File: src/rtl/oflow_mem_buffer_pkg.sv
// Shared types and widths for the MEM-buffer read consumer and its line buffer.
package oflow_mem_buffer_pkg;

    localparam int TOTAL_FRAME_NUM_WIDTH       = 8;
    localparam int OFFSET_WIDTH                = 10;
    localparam int NUM_OF_HISTORY_FRAMES_WIDTH = 3;
    localparam int BBOX_MAX_WIDTH              = 64;
    localparam int LINE_ENTRIES                = 2;

    typedef enum logic [2:0] {
        IDLE,
        SETTLE,
        RD,
        WAIT_DATA,
        SEND,
        NEXT,
        DONE
    } rd_state_t;

    typedef struct packed {
        logic [BBOX_MAX_WIDTH-1:0] data;
        logic                      valid;
    } line_entry_t;

    // Saturating increment for the 2-bit settle/latency counters.
    function automatic logic [1:0] sat_inc2(input logic [1:0] v);
        return (v == 2'b11) ? v : v + 2'd1;
    endfunction

endpackage

File: src/rtl/oflow_line_buf2.sv
// Two-entry line buffer: bulk load of one memory row, pop of the lowest valid entry.
module oflow_line_buf2
    import oflow_mem_buffer_pkg::*;
#(
    parameter int W = 64
) (
    input  logic                           clk,
    input  logic                           reset,
    input  logic                           load,
    input  logic [LINE_ENTRIES-1:0][W-1:0] data,
    input  logic [LINE_ENTRIES-1:0]        vld,
    input  logic                           pop,
    output logic [W-1:0]                   out_data,
    output logic                           out_valid,
    output logic                           last,
    output logic                           empty
);

    line_entry_t entry_q [LINE_ENTRIES];
    logic        sel;

    // NOTE: every signal written in always_comb gets a default first, so no path can infer a latch.
    always_comb begin
        sel = 1'b1;
        if (entry_q[0].valid) begin
            sel = 1'b0;
        end
    end

    // NOTE: sequential state uses non-blocking assignments so all registers update together at the edge.
    // NOTE: the entry array is reset because its valid bits gate downstream traffic and data is visible on bbox_data.
    always_ff @(posedge clk or posedge reset) begin
        if (reset) begin
            for (int i = 0; i < LINE_ENTRIES; i++) begin
                entry_q[i] <= '0;
            end
        end else if (load) begin
            for (int i = 0; i < LINE_ENTRIES; i++) begin
                entry_q[i].data  <= BBOX_MAX_WIDTH'(data[i]);
                entry_q[i].valid <= vld[i];
            end
        end else if (pop && out_valid) begin
            entry_q[sel].valid <= 1'b0;
        end
    end

    assign out_valid = entry_q[0].valid | entry_q[1].valid;
    assign empty     = ~out_valid;
    // Exactly one entry left: popping it empties the line.
    assign last      = entry_q[0].valid ^ entry_q[1].valid;
    assign out_data  = out_valid ? W'(entry_q[sel].data) : '0;

endmodule

File: src/rtl/oflow_mem_buffer_read_consumer.sv
// Consumer end of the MEM-buffer read protocol: fetches each line from memory and
// streams its valid bboxes to the similarity-metric core over valid/ready.
module oflow_mem_buffer_read_consumer
    import oflow_mem_buffer_pkg::*;
#(
    parameter int BBOX_WIDTH  = 64,
    parameter int MEM_LATENCY = 1,
    parameter int ADDR_SETTLE = 1
) (
    input  logic                                   clk,
    input  logic                                   reset,
    input  logic                                   start,
    output logic                                   start_read,
    input  logic                                   done_read,
    input  logic [TOTAL_FRAME_NUM_WIDTH-1:0]       frame_to_read,
    input  logic [OFFSET_WIDTH-1:0]                offset_0_read,
    input  logic [OFFSET_WIDTH-1:0]                offset_1_read,
    input  logic [NUM_OF_HISTORY_FRAMES_WIDTH-1:0] counter_of_history_frame_to_interface,
    output logic                                   mem_rd_en,
    output logic [OFFSET_WIDTH-1:0]                mem_rd_addr_0,
    output logic [OFFSET_WIDTH-1:0]                mem_rd_addr_1,
    input  logic [BBOX_WIDTH-1:0]                  mem_rd_data_0,
    input  logic [BBOX_WIDTH-1:0]                  mem_rd_data_1,
    input  logic [1:0]                             mem_rd_valid,
    output logic                                   bbox_valid,
    input  logic                                   bbox_ready,
    output logic [BBOX_WIDTH-1:0]                  bbox_data,
    output logic [TOTAL_FRAME_NUM_WIDTH-1:0]       bbox_frame,
    output logic [NUM_OF_HISTORY_FRAMES_WIDTH-1:0] bbox_hist_idx,
    output logic                                   ready_new_line,
    output logic                                   pass_done,
    output logic                                   busy
);

    localparam logic [1:0] SETTLE_LAST = 2'(ADDR_SETTLE - 1);
    localparam logic [1:0] LAT_LAST    = 2'(MEM_LATENCY - 1);

    rd_state_t             state_q, state_d;
    logic [1:0]            settle_cnt_q, lat_cnt_q;
    logic                  settle_end, lat_end;
    logic                  buf_load, buf_pop, buf_valid, buf_last, buf_empty;
    logic [BBOX_WIDTH-1:0] buf_data;

    assign settle_end = (settle_cnt_q == SETTLE_LAST);
    assign lat_end    = (lat_cnt_q == LAT_LAST);

    always_ff @(posedge clk or posedge reset) begin
        if (reset) begin
            state_q <= IDLE;
        end else begin
            state_q <= state_d;
        end
    end

    // Counters restart from zero on every entry into their state.
    always_ff @(posedge clk or posedge reset) begin
        if (reset) begin
            settle_cnt_q <= 2'd0;
            lat_cnt_q    <= 2'd0;
        end else begin
            settle_cnt_q <= (state_q == SETTLE)    ? sat_inc2(settle_cnt_q) : 2'd0;
            lat_cnt_q    <= (state_q == WAIT_DATA) ? sat_inc2(lat_cnt_q)    : 2'd0;
        end
    end

    // Line descriptor is captured once the read FSM's outputs have settled.
    always_ff @(posedge clk or posedge reset) begin
        if (reset) begin
            mem_rd_addr_0 <= '0;
            mem_rd_addr_1 <= '0;
            bbox_frame    <= '0;
            bbox_hist_idx <= '0;
        end else if (state_q == SETTLE && settle_end && !done_read) begin
            mem_rd_addr_0 <= offset_0_read;
            mem_rd_addr_1 <= offset_1_read;
            bbox_frame    <= frame_to_read;
            bbox_hist_idx <= counter_of_history_frame_to_interface;
        end
    end

    always_comb begin
        state_d        = state_q;
        start_read     = 1'b0;
        mem_rd_en      = 1'b0;
        ready_new_line = 1'b0;
        pass_done      = 1'b0;
        buf_load       = 1'b0;
        buf_pop        = 1'b0;
        bbox_valid     = 1'b0;
        case (state_q)
            IDLE: begin
                if (start) begin
                    start_read = 1'b1;
                    state_d    = SETTLE;
                end
            end
            SETTLE: begin
                if (settle_end) begin
                    state_d = done_read ? DONE : RD;
                end
            end
            RD: begin
                mem_rd_en = 1'b1;
                state_d   = WAIT_DATA;
            end
            WAIT_DATA: begin
                if (lat_end) begin
                    buf_load = 1'b1;
                    state_d  = (mem_rd_valid == 2'b00) ? NEXT : SEND;
                end
            end
            SEND: begin
                bbox_valid = buf_valid;
                if (buf_valid && bbox_ready) begin
                    buf_pop = 1'b1;
                    if (buf_last) begin
                        state_d = NEXT;
                    end
                end else if (buf_empty) begin
                    state_d = NEXT;
                end
            end
            NEXT: begin
                ready_new_line = 1'b1;
                state_d        = SETTLE;
            end
            DONE: begin
                pass_done = 1'b1;
                state_d   = IDLE;
            end
            default: state_d = IDLE;
        endcase
    end

    oflow_line_buf2 #(
        .W(BBOX_WIDTH)
    ) u_line_buf (
        .clk      (clk),
        .reset    (reset),
        .load     (buf_load),
        .data     ({mem_rd_data_1, mem_rd_data_0}),
        .vld      (mem_rd_valid),
        .pop      (buf_pop),
        .out_data (buf_data),
        .out_valid(buf_valid),
        .last     (buf_last),
        .empty    (buf_empty)
    );

    assign bbox_data = buf_data;
    assign busy      = (state_q != IDLE);

endmodule

File: config.mk
export PLATFORM = sky130hd
export DESIGN_NAME = oflow_mem_buffer_read_consumer
export DESIGN_NICKNAME = d
export VERILOG_FILES = /design/src/rtl/oflow_mem_buffer_pkg.sv /design/src/rtl/oflow_line_buf2.sv /design/src/rtl/oflow_mem_buffer_read_consumer.sv
export SDC_FILE = /design/constraint.sdc
export NUM_CORES = 1
export LEC_CHECK = 0
export CAP_MARGIN = 40
export CORE_AREA = 4 4 182 114
export DETAILED_ROUTE_END_ITERATION = 8
export DIE_AREA = 0 0 186 118
export HOLD_SLACK_MARGIN = 0.15
export PLACE_DENSITY = 0.7
export RECOVER_POWER = 100
export SETUP_SLACK_MARGIN = 0.05
export SLEW_MARGIN = 0
export SYNTH_ARGS = -nofsm -noshare
export SYNTH_HDL_FRONTEND = slang
export SYNTH_SLANG_ARGS = --single-unit
File: constraint.sdc
create_clock -name clk -period 8.9 [get_ports clk]
set_input_delay 1.335 -clock clk [delete_from_list [all_inputs] [get_ports clk]]
set_output_delay 1.335 -clock clk [all_outputs]
set_load 0.01 [all_outputs]
==> impl_metrics.csv <==
group,metric,value,unit
synth,ys_ff_latch,168,
timing,final_hold_viol_count,0,
clock_tree,cts.root.buffer_cell,"clkbuf_16",
timing,rsz0062_at_grt,"false",
final_layout,nNetsFinal,969,
pwr,leakage,0.00475,uW
timing,post-route-period-util,54.3,%
timing,slew_headroom,-54.2,%
setup_path,rr_worst_depth,5,
clock_tree,cts_buffer_depth,2,
status,violations,"max-capacitance violations, max-slew violations",
global_route,grt_max_degree,97,
setup_path,arrival,3.50,ns
synth,synth_edf_count,0,
synth,seq_area_frac_synth,56.0,%
flow_run,drv_cap,2,
synth,synth_cell_types,30,
clock_tree,worstSkewPairLatency,0.42,ns
floorplan,rows,39,
floorplan,fp.dieW,186,um
timing,fin_skew,0.00670,ns
floorplan,design.core.area,18800,um^2
drt,drtIter0Drc,232,
final_layout,diodes,0,
global_route,antenna_found_initial,0,
clock_tree,clk_transition_reported_paths,0.07,ns
clock_tree,htree_levels,4,
global_route,grt_overflow,0,
timing,worst_pin_slew,2.31,ns
global_route,grt_pass1_vias,5690,
floorplan,die_h,118,um
setup_path,cp.required,7.57,ns
clock_tree,cts_buffers,17,
setup_path,r2r_slack,4.33,ns
drt,ant_nets,0,
setup_path,crit_path_start_kind,"flop",
setup_path,endpoint_kind,"output pin",
clock_tree,postCtsSetupRepairBufs,0,
timing,tns,0,ns
floorplan,initial_core_util,39.8,%
clock_tree,cts.sinks,168,
timing,finalSetupViolations,0,
synth,syn_area,7500,um^2
synth,syn-num-nets,711,
placed_design,hpwl,13900,um
placed_design,post-place-ws,5.04,ns
placed_design,port_buffers,266,
floorplan,dieArea,21900,um^2
clock_tree,holdBufCountCts,0,
synth,synthCells,540,
floorplan,io_pins,267,
global_route,grt_pass1_wl,30300,um
drt,wl_per_cell,18.1,um
synth,async_reset_ff_share,100,%
synth,synthFlopType,"dfrtp_1",
final_layout,drive_above_1_share,20.6,%
min_path,whs_path_depth,1,
placed_design,gp_congestion,0.808,
timing,slew_viol_final,81,
synth,avgSynthCellArea,13.9,um^2
setup_path,critical_path_class,"flop to output pin",
min_path,hold_path_class,"flop to flop",
synth,yosys_warnings,0,
drt,drcViolationCount,0,
drt,wirelength,19200,um
final_layout,fillerInstances,1497,
drt,vias_per_cell,4.86,
timing,fmax,0.207,GHz
pwr,powerDensity,375,nW/um^2
clock_tree,cts_resized,0,
status,outcome,"finished with violations",
pwr,ir_drop,0.000173,V
setup_path,crit_path_max_fanout,64,
global_route,grt.total_usage,17.4,%
clock_tree,cts_tree,"built",
timing,fin_ws,4.07,ns
drt,via_count,5133,
drt,drt-pass1-iter-count,4,
final_layout,synthToLayoutAreaGrowth,44.8,%
timing,min_period,4.83,ns
==> placed cells by master, fill, tap and decap left out, types with 2 or more instances in the layout <==
cell,count
a21boi_0,2
nand2_1,2
clkbuf_16,17
mux2_1,31
nand3_1,2
clkdlybuf4s50_1,165
xor2_1,2
mux2i_1,66
nor2_1,69
clkinv_2,2
dlygate4sd3_1,101
mux2_2,129
inv_6,3
and3b_1,2
or3b_1,2
clkbuf_1,5
o21a_1,2
buf_16,4
a21oi_1,2
inv_1,7
nor2b_1,2
dfrtp_1,168
ha_1,5
clkinvlp_4,5
==> synthesized netlist by cell type, types with 2 or more instances <==
master	instances	area share, %
and3b_1	2	0.23
xor2_1	2	0.23
buf_1	7	0.35
ha_1	5	0.83
dfrtp_1	168	56
a21oi_1	2	0.13
mux2i_1	66	8.8
nand3_1	2	0.13
mux2_2	131	20
inv_1	8	0.40
nand2_1	2	0.10
nor2b_1	2	0.17
o21a_1	2	0.20
nor2_1	69	3.5
or3b_1	2	0.23
buf_6	3	0.45
buf_2	13	0.87
mux2_4	30	6.0
a21boi_0	2	0.20
clkbuf_1	12	0.60
==> worst max-delay path, cell delays in order (launching register included) <==
cell	delay (ns)
dfrtp_1	1.27
inv_1	0.24
ha_1	0.29
buf_4	0.37
nor2_1	0.27
dlygate4sd3_1	0.64
==> layer usage <==
metal / GRT usage, % / routed length, um
met1: 23.3 / 8590
met2: 26.7 / 8580
met3: 6.30 / 1680
met4: 4.55 / 307
met5: 0 / 0
==> report_power, final <==
group | leakage (uW) | internal, uW | switching, uW
combinational | 0.00252 | 1140 | 855
sequential | 0.00197 | 1160 | 237
clock | 0.000251 | 368 | 308
total | 0.00475 | 2670 | 1400
==> stage by stage <==
step	total power [uW]	hold WS, ns	instance area, um^2	util, %	instances
2_1_floorplan	2620	0.479	7500	-	540
3_3_place_gp	3540	0.485	10400	55.0	1020
3_5_place_dp	3630	0.492	10500	55.7	1025
4_1_cts	4330	0.507	11000	58.6	1057
5_1_grt	4350	0.509	10900	57.7	1057
6_report	4070	0.493	10900	57.7	1057
==> path summary, 6_finish.rpt <==
kind / start / endpoint
max: u_line_buf.entry_q[65] / bbox_data[4]
min in group asynchronous: reset / u_line_buf.entry_q[97]
min: mem_rd_addr_1[2] / mem_rd_addr_1[2]
min reg2reg: mem_rd_addr_1[2] / mem_rd_addr_1[2]
max reg2reg: state_q[0] / u_line_buf.entry_q[82]
max in group asynchronous: reset / u_line_buf.entry_q[101]
==> cells by family (layout without fill, tap and decap cells) <==
logic type	Yosys count	after routing	synth area share, %
xor+xnor	2	2	0.233
buf+inv	43	314	2.67
fa+ha+maj	5	5	0.834
compound gates	10	10	0.900
flops	168	168	56.0
mux	227	227	34.5
simple gates	85	85	4.89
==> final cells by class <==
| type | instances | area [um^2] | share of cell area [%] |
|---|---|---|---|
| clock inverters | 12 | 93.8 | 0.864 |
| clock buffers | 20 | 447 | 4.11 |
| well taps | 246 | 308 | 2.83 |
| multi-input cells | 329 | 2990 | 27.5 |
| flip-flops and latches | 168 | 4200 | 38.7 |
| inverters | 8 | 31.3 | 0.288 |
| repair buffers | 274 | 2790 | 25.7 |
==> flip-flops by register name (all words and copies together) (netlist names) <==
register	flops
lat_cnt_q	2
mem_rd_addr_1	10
mem_rd_addr_0	10
u_line_buf.entry_q	130
state_q	3
bbox_hist_idx	3
settle_cnt_q	2
bbox_frame	8
Note: power is estimated with default switching activity, not from simulation.
